## src/rtl/mem_wb_ctl_pkg.sv

```systemverilog
// Shared pipeline control definitions: opcode classes, writeback select codes and FSM states.
package mem_wb_ctl_pkg;

    localparam logic [6:0] OPC_LOAD   = 7'b0000011;
    localparam logic [6:0] OPC_STORE  = 7'b0100011;
    localparam logic [6:0] OPC_BRANCH = 7'b1100011;
    localparam logic [6:0] OPC_JAL    = 7'b1101111;
    localparam logic [6:0] OPC_JALR   = 7'b1100111;
    localparam logic [6:0] OPC_LUI    = 7'b0110111;
    localparam logic [6:0] OPC_AUIPC  = 7'b0010111;
    localparam logic [6:0] OPC_OP     = 7'b0110011;
    localparam logic [6:0] OPC_OP_IMM = 7'b0010011;

    localparam logic [1:0] WBSEL_MEM = 2'd0;
    localparam logic [1:0] WBSEL_ALU = 2'd1;
    localparam logic [1:0] WBSEL_PC4 = 2'd2;

    typedef enum logic {
        ST_IDLE = 1'b0,
        ST_MEM  = 1'b1
    } state_t;

    function automatic logic is_mem_op(input logic [6:0] opc);
        return (opc == OPC_LOAD) || (opc == OPC_STORE);
    endfunction

endpackage

```

## src/rtl/mem_wb_ctl_wb_decode.sv

```systemverilog
// Writeback-stage decode: turns the WB register contents into register-file controls.
import mem_wb_ctl_pkg::*;

module wb_decode (
    input  logic        valid,
    input  logic [11:0] instr,
    output logic        reg_wen,
    output logic [1:0]  wb_sel,
    output logic [4:0]  rd
);

    logic [6:0] opc;
    logic       writes_rd;

    assign opc = instr[6:0];
    assign rd  = instr[11:7];

    always_comb begin
        writes_rd = 1'b0;
        wb_sel    = WBSEL_ALU;
        case (opc)
            OPC_LOAD: begin
                writes_rd = 1'b1;
                wb_sel    = WBSEL_MEM;
            end
            OPC_JAL, OPC_JALR: begin
                writes_rd = 1'b1;
                wb_sel    = WBSEL_PC4;
            end
            OPC_LUI, OPC_AUIPC, OPC_OP, OPC_OP_IMM: writes_rd = 1'b1;
            default: writes_rd = 1'b0;
        endcase
    end

    // Writes to x0 are discarded, as are bubbles and illegal opcodes.
    assign reg_wen = valid && writes_rd && (rd != 5'd0);

endmodule

```

## src/rtl/mem_wb_ctl.sv

```systemverilog
// Memory-access / writeback control: ACC and WB pipeline registers, data-memory
// handshake FSM, stall generation and a saturating stall-cycle counter.
import mem_wb_ctl_pkg::*;

module mem_wb_ctl (
    input  logic        clk,
    input  logic        rst,
    input  logic [31:0] instr_acc,
    input  logic        acc_valid,
    output logic        stall,
    output logic        mem_req,
    output logic        MemRW,
    output logic [1:0]  mem_size,
    output logic        load_unsigned,
    input  logic        mem_ack,
    output logic        RegWEn,
    output logic [1:0]  WBSel,
    output logic [4:0]  rd_wb,
    output logic [15:0] stall_cnt
);

    function automatic logic [15:0] sat_inc(input logic [15:0] v);
        return (v == 16'hFFFF) ? v : v + 16'd1;
    endfunction

    logic        acc_vld_p0;
    logic [31:0] acc_instr_p0;
    logic        wb_vld_p1;
    logic [31:0] wb_instr_p1;
    state_t      state;
    state_t      state_next;
    logic        is_load;
    logic        is_store;
    logic        unused_wb_hi;

    // ACC stage: memory access decode
    assign is_load       = (acc_instr_p0[6:0] == OPC_LOAD);
    assign is_store      = (acc_instr_p0[6:0] == OPC_STORE);
    assign mem_req       = acc_vld_p0 && is_mem_op(acc_instr_p0[6:0]);
    assign stall         = mem_req && !mem_ack;
    assign MemRW         = is_store;
    assign mem_size      = acc_instr_p0[13:12];
    assign load_unsigned = is_load && acc_instr_p0[14];

    always_comb begin
        state_next = state;
        case (state)
            ST_IDLE: if (mem_req && !mem_ack) state_next = ST_MEM;
            ST_MEM:  if (mem_ack) state_next = ST_IDLE;
            default: state_next = ST_IDLE;
        endcase
    end

    always_ff @(posedge clk) begin
        if (rst) state <= ST_IDLE;
        else     state <= state_next;
    end

    // Instruction words are cleared too so rd_wb/WBSel read a defined value out of reset.
    always_ff @(posedge clk) begin
        if (rst) begin
            acc_vld_p0   <= 1'b0;
            acc_instr_p0 <= '0;
            wb_vld_p1    <= 1'b0;
            wb_instr_p1  <= '0;
            stall_cnt    <= '0;
        end else if (stall) begin
            wb_vld_p1    <= 1'b0;
            stall_cnt    <= sat_inc(stall_cnt);
        end else begin
            acc_vld_p0   <= acc_valid;
            acc_instr_p0 <= instr_acc;
            wb_vld_p1    <= acc_vld_p0;
            wb_instr_p1  <= acc_instr_p0;
        end
    end

    // WB stage: register-file controls
    wb_decode u_wb_decode (
        .valid   (wb_vld_p1),
        .instr   (wb_instr_p1[11:0]),
        .reg_wen (RegWEn),
        .wb_sel  (WBSel),
        .rd      (rd_wb)
    );

    assign unused_wb_hi = ^wb_instr_p1[31:12];

endmodule

```

## config.mk

```make
export PLATFORM = sky130hd
export DESIGN_NAME = mem_wb_ctl
export DESIGN_NICKNAME = d
export VERILOG_FILES = /design/src/rtl/mem_wb_ctl_pkg.sv /design/src/rtl/mem_wb_ctl_wb_decode.sv /design/src/rtl/mem_wb_ctl.sv
export SDC_FILE = /design/constraint.sdc
export NUM_CORES = 1
export LEC_CHECK = 0
export CAP_MARGIN = 0
export CELL_PAD_IN_SITES_DETAIL_PLACEMENT = 0
export CELL_PAD_IN_SITES_GLOBAL_PLACEMENT = 1
export CORE_ASPECT_RATIO = 0.8
export CORE_MARGIN = 1.5
export CORE_UTILIZATION = 30
export CTS_BUF_LIST = sky130_fd_sc_hd__clkbuf_4
export DETAILED_ROUTE_END_ITERATION = 16
export PLACE_DENSITY = 0.81
export SYNTH_ARGS = -nofsm -noshare
export SYNTH_HDL_FRONTEND = slang
export SYNTH_SLANG_ARGS = --single-unit
export TNS_END_PERCENT = 5
```

## constraint.sdc

```tcl
create_clock -name clk -period 1.9 [get_ports clk]
set_input_delay 0.38 -clock clk [delete_from_list [all_inputs] [get_ports clk]]
set_output_delay 0.38 -clock clk [all_outputs]
set_load 0.01 [all_outputs]
```

# == Word level (Yosys, flattened, before mapping) ==
# Index checks and enable logic that the tools add are counted.
# classes
n_addsub,1
n_eq_ne,10
n_mux,2
bitwise_logic,1
n_reduce_logical,12
# ops
cell,count
"equality test 7 x 6 -> 1 bit, second input constant",3
"adder 16 x 1 -> 16 bit, second input constant",1
"equality test 16 bit, second input constant",1
"equality test 7 x 2 -> 1 bit, second input constant",2
"equality test 7 x 5 -> 1 bit, second input constant",2
"equality test 7 bit, second input constant",2
OR reduction 7 bit,1
logical AND 1 bit,5
nonzero test 5 bit,1
case mux 2 bit (2 select lines),1
OR reduction 2 bit,2
AND reduction 2 bit,1
zero test 1 bit,1
logical OR 1 bit,1
two-way mux 1 bit,1
inverter 1 bit,1
# totals
regBits,45
elab_cells,31

# == Depth between registers and ports, before layout ==
# Gate-level depths: netlist (run 1).
# logic_depth
depth_word,5
depth_mapped,7
ltp_nobuf,5

# == Hierarchy ==
# From an unflattened synthesis (run 1), not the netlist that was laid out.
# unflattened
hier_cells,236
area_unflattened_um2,1999.4
# by_module_without_submodules
module,n_inst,cells_each,area_per_inst_um2
mem_wb_ctl,1,222,1898.1
wb_decode,1,14,101.3

# == Worst setup path before layout (run 1) ==
# No wires, ideal clock.
# synth_timing
path_kind,reg-to-reg
start,reg stall_cnt[0]
end,reg stall_cnt[10]
setup_time_ns,0.123
arrival_ns,1.728
t_required_ns,1.777
setup_slack_ns,0.049
path_stages_with_launch,7
path_buffers,1
period_less_slack_ns,1.851
cell_sequence,dfxtp_1 -> ha_1 -> nand4_2 -> nor4_2 -> buf_2 -> nand4b_1 -> mux2_1
# synth_via
elab_chain_len,3
elab_cells_between_ends,4
classes_between,add/sub: 1; eq/ne: 1; bitwise: 1; reduce/logical: 1
# synth_rtl
item,line,text
"start, declared",mem_wb_ctl.sv:19,output logic [15:0] stall_cnt
"start signal, assigned",mem_wb_ctl.sv:69,stall_cnt <= sat_inc(stall_cnt);
branches (longest 3 deep; another with adder 16 x 1 -> 16 bit),n/a,
# Parallel ways; which one is timed is not known.
# A chain may end at the register's enable or synchronous reset.

# == Worst setup path in the final report (run 1) ==
# layout_timing
start,reg wb_instr_p1[10]
end,out RegWEn
# layout_via
elab_chain_len,2
# layout_rtl
item,line,text
"start, declared",mem_wb_ctl.sv:29,logic [31:0] wb_instr_p1;
"start signal, assigned",mem_wb_ctl.sv:74,wb_instr_p1 <= acc_instr_p0;
nonzero test 5 bit,mem_wb_ctl_wb_decode.sv:36,assign reg_wen = valid && writes_rd && (rd != 5'd0);
logical AND 1 bit,mem_wb_ctl_wb_decode.sv:36,
"end, declared",mem_wb_ctl.sv:16,"output logic RegWEn,"
# Every way passes these cells.

==> impl_metrics.tcl, run 1 <==
set metrics [dict create \
    status "finished, violations left" \
    failed_checks "negative setup slack" \
    power.leakage_nw 0.988 \
    netlist_top_cells_count "dfxtp_1, nand2_1, a21oi_1" \
    place.detailed.hpwl_um 3130 \
    drt_first_iter_violations 77 \
    worstReg2RegEnd "stall_cnt[15]" \
    finalNetCount 319 \
    crit_path_end "RegWEn" \
    drv_cap 0 \
    clock_tree.buffer_depth 2 \
    yosys_register_bits 45 \
    yosysTopAreaCellShare_pct 46.3 \
    r2r_cells 4 \
    post-route-worst-setup-slack_ns -0.109 \
    syn-mean-instance-area_um2 8.53 \
    hold_buffers 0 \
    synth_enable_flop_cells 0 \
    rsz0062_at_grt "true" \
    irDropWorstVdd_mv 0.316 \
    postSynthCellCount 228 \
    clk_latency_ns 0.36 \
    floorplan.initialDensity_pct 30.8 \
    clk_pin_slew_ns 0.15 \
    final-seq-area_um2 912 \
    routed_len_inst_um 11.7 \
    area_taken_by_multi_input_logic_gates_um2 968 \
    drt_pass_1_iters 4 \
    syn_to_final_growth_pct 37.3 \
    placement.io_buffers 48 \
    cp-startpoint "wb_instr_p1[10]" \
    worst-endpoint-required_ns 1.52 \
    grt_start_max_net_pins 22 \
    worstHoldPathType "register to register" \
    cts_sink_cnt 45 \
    crit_arrival_ns 1.63 \
    nFillCells 639 \
    share_of_layout_cells_above_drive_strength_1_pct 19.1 \
    synth_sequential_area_ratio_pct 46.3 \
    core.rowCount 26 \
    fp.dieH_um 75.0 \
    synth_top_area_cell "dfxtp_1" \
    hold_viol 0 \
    insertedDiodeCount 0 \
    relSlewSlack_pct 75.0 \
    timing.fmax_mhz 498 \
    fp.dieW_um 93.0 \
    cts_tree "done" \
    synth_warnings 0 \
    setup_viol 1 \
    synth_top_flop_cell "dfxtp_1" \
    synth.most_common_cell "dfxtp_1" \
    slew_viol_final 0 \
    routabilityCongestion 0.746 \
    min_period_over_period_pct 106 \
    critical_path_peak_fanout 2 \
    worstSetupStartpointType "register" \
    routed_wirelength_um 4290 \
    first_global_vias 1544 \
    number_of_buffers_created_by_cts 5 \
    number_of_antenna_violations_at_the_first_check_in_global_routing 0 \
    post-layout-total-power_w 0.00173 \
    placeableCoreArea_um2 6310 \
    io-pin-count 66 \
    post_cts.repair.setup_buffers 0 \
    via_count 1728 \
    yosysUniqueCellTypes 43 \
    drt.antenna.violating_nets 0 \
    p_per_area_nw_per_um2 647 \
    skew_ns 0.0152 \
    placed_cell_area_um2 2560 \
    grt_pass1_wl_um 7140 \
    timing.reg2reg.setup_slack_ns 0.13 \
    design_area_um2 2670 \
    finalCriticalPeriod_ns 2.01 \
    mappedNetlistNets 265 \
    cts-root-buf "clkbuf_4" \
    grtUsageTotal_pct 13.0 \
    postSynth.asyncResetShare_pct 0 \
    setup-tns-final_ns -0.109 \
    dieArea_um2 6980 \
    setup.worst_path.end_class "primary output" \
    worst_slew_pin_slew_ns 0.375 \
    vias_per_cell 4.71 \
    h-tree-depth 2 \
    synth_area_leaders "dfxtp_1, a21oi_1, nand2_1" \
    fin_worst_hold_slack_ns 0.461 \
    timing.setup.critical_path_class "register to primary output" \
    mappedNetlistArea_um2 1950 \
    worst_r2r_startpoint "stall_cnt[2]" \
    detail_route.drc_violations 0 \
    gr-total-overflow 0 \
]
per-layer routing:
layer	global-route usage, %	vias up	part of all wire, %
met1	17.3	794	50
met3	2.93	5	3.3
met4	4.55	0	1.1
met2	21.0	29	46
met5	0	-	0
li1	-	900	-
worst max-delay path, cell delays in order, from the launching register on:
cell	delay, ns
dfxtp_2	0.35
or4_4	0.52
o2111ai_2	0.21
a21oi_2	0.05
buf_2	0.14
state kept, by name, summed over array words and instances (netlist names):
register	count
acc_vld_p0	1
stall_cnt	16
acc_instr_p0	15
wb_vld_p1	1
wb_instr_p1	12
power by group:
group	switching [W]	internal, W
sequential	0.0000197	0.000975
clock	0.000331	0.000279
combinational	0.0000481	0.0000770
total	0.000398	0.00133
cell type report:
class	instances	share of cell area, %
clock buffer	5	1.41
clock inverter	3	1.73
inverter	3	0.422
multi-input combinational	161	36.3
sequential	45	34.1
tap	84	3.93
timing repair buffer	66	22.1
logic make-up (layout without fill, tap and decap cells):
group	count (synthesis)	in the layout	synth area share [%]
flip-flops	45	45	46.3
AO/OA/AOI/OAI	47	47	13.7
buffers and inverters	22	77	6.11
AND/OR/NAND/NOR	109	109	30.9
multiplexers	4	4	2.31
adder cells (fa/ha/maj)	1	1	0.643
layout by cell type, fill, tap and decap left out, types with 2 or more instances in the layout:
cell,count
dfxtp_1,36
clkbuf_4,5
o31ai_1,7
inv_1,2
a21oi_1,31
o21ai_0,2
nor3b_1,2
buf_2,4
dfxtp_2,9
buf_4,18
and2_1,8
nand2_1,35
or3_1,3
nor2b_1,4
clkdlybuf4s50_1,41
or4_1,7
o21ai_1,2
nand3_1,5
nor2_1,21
nor3_1,2
nor4_1,2
mux2_1,4
nand4_1,2
repair_timing:
action | 4_1_cts | 5_1_grt
resized for setup | 28 | 12
setup endpoints to repair | 7 | 19
pin swaps | 3 | 4
worst min-delay path by stage:
stage / slack, ns / startpoint / depth (start not counted) / endpoint
after CTS: 0.46 / acc_instr_p0[14] / 2 / acc_instr_p0[14]
final: 0.46 / acc_instr_p0[14] / 2 / acc_instr_p0[14]
after global routing: 0.49 / acc_instr_p0[10] / 2 / acc_instr_p0[10]
after global placement: 0.44 / acc_instr_p0[14] / 2 / acc_instr_p0[14]
after floorplan: 0.43 / acc_instr_p0[14] / 2 / acc_instr_p0[14]
after detailed placement: 0.44 / acc_instr_p0[14] / 2 / acc_instr_p0[14]
metrics by stage:
stage	instances	worst slack [ns]	utilization (%)
6_report	367	-0.109	42.3
5_1_grt	367	-0.183	42.3
4_1_cts	367	-0.113	42.0
3_5_place_dp	359	-0.313	40.5
3_3_place_gp	359	-0.309	40.5
2_1_floorplan	228	0.0491	-
(Power assumes the default switching activity.)
==> run 2, diff against run 1 <==
--- a/config.mk
+++ b/config.mk
@@ -12,6 +12,7 @@
 export CORE_MARGIN = 1.5
 export CORE_UTILIZATION = 30
 export CTS_BUF_LIST = sky130_fd_sc_hd__clkbuf_4
+export CTS_CLUSTER_DIAMETER = 50
 export DETAILED_ROUTE_END_ITERATION = 16
 export PLACE_DENSITY = 0.81
 export SYNTH_ARGS = -nofsm -noshare
==> results of run 2 <==
The final DEF is identical to that of run 1; final timing and power are the same.
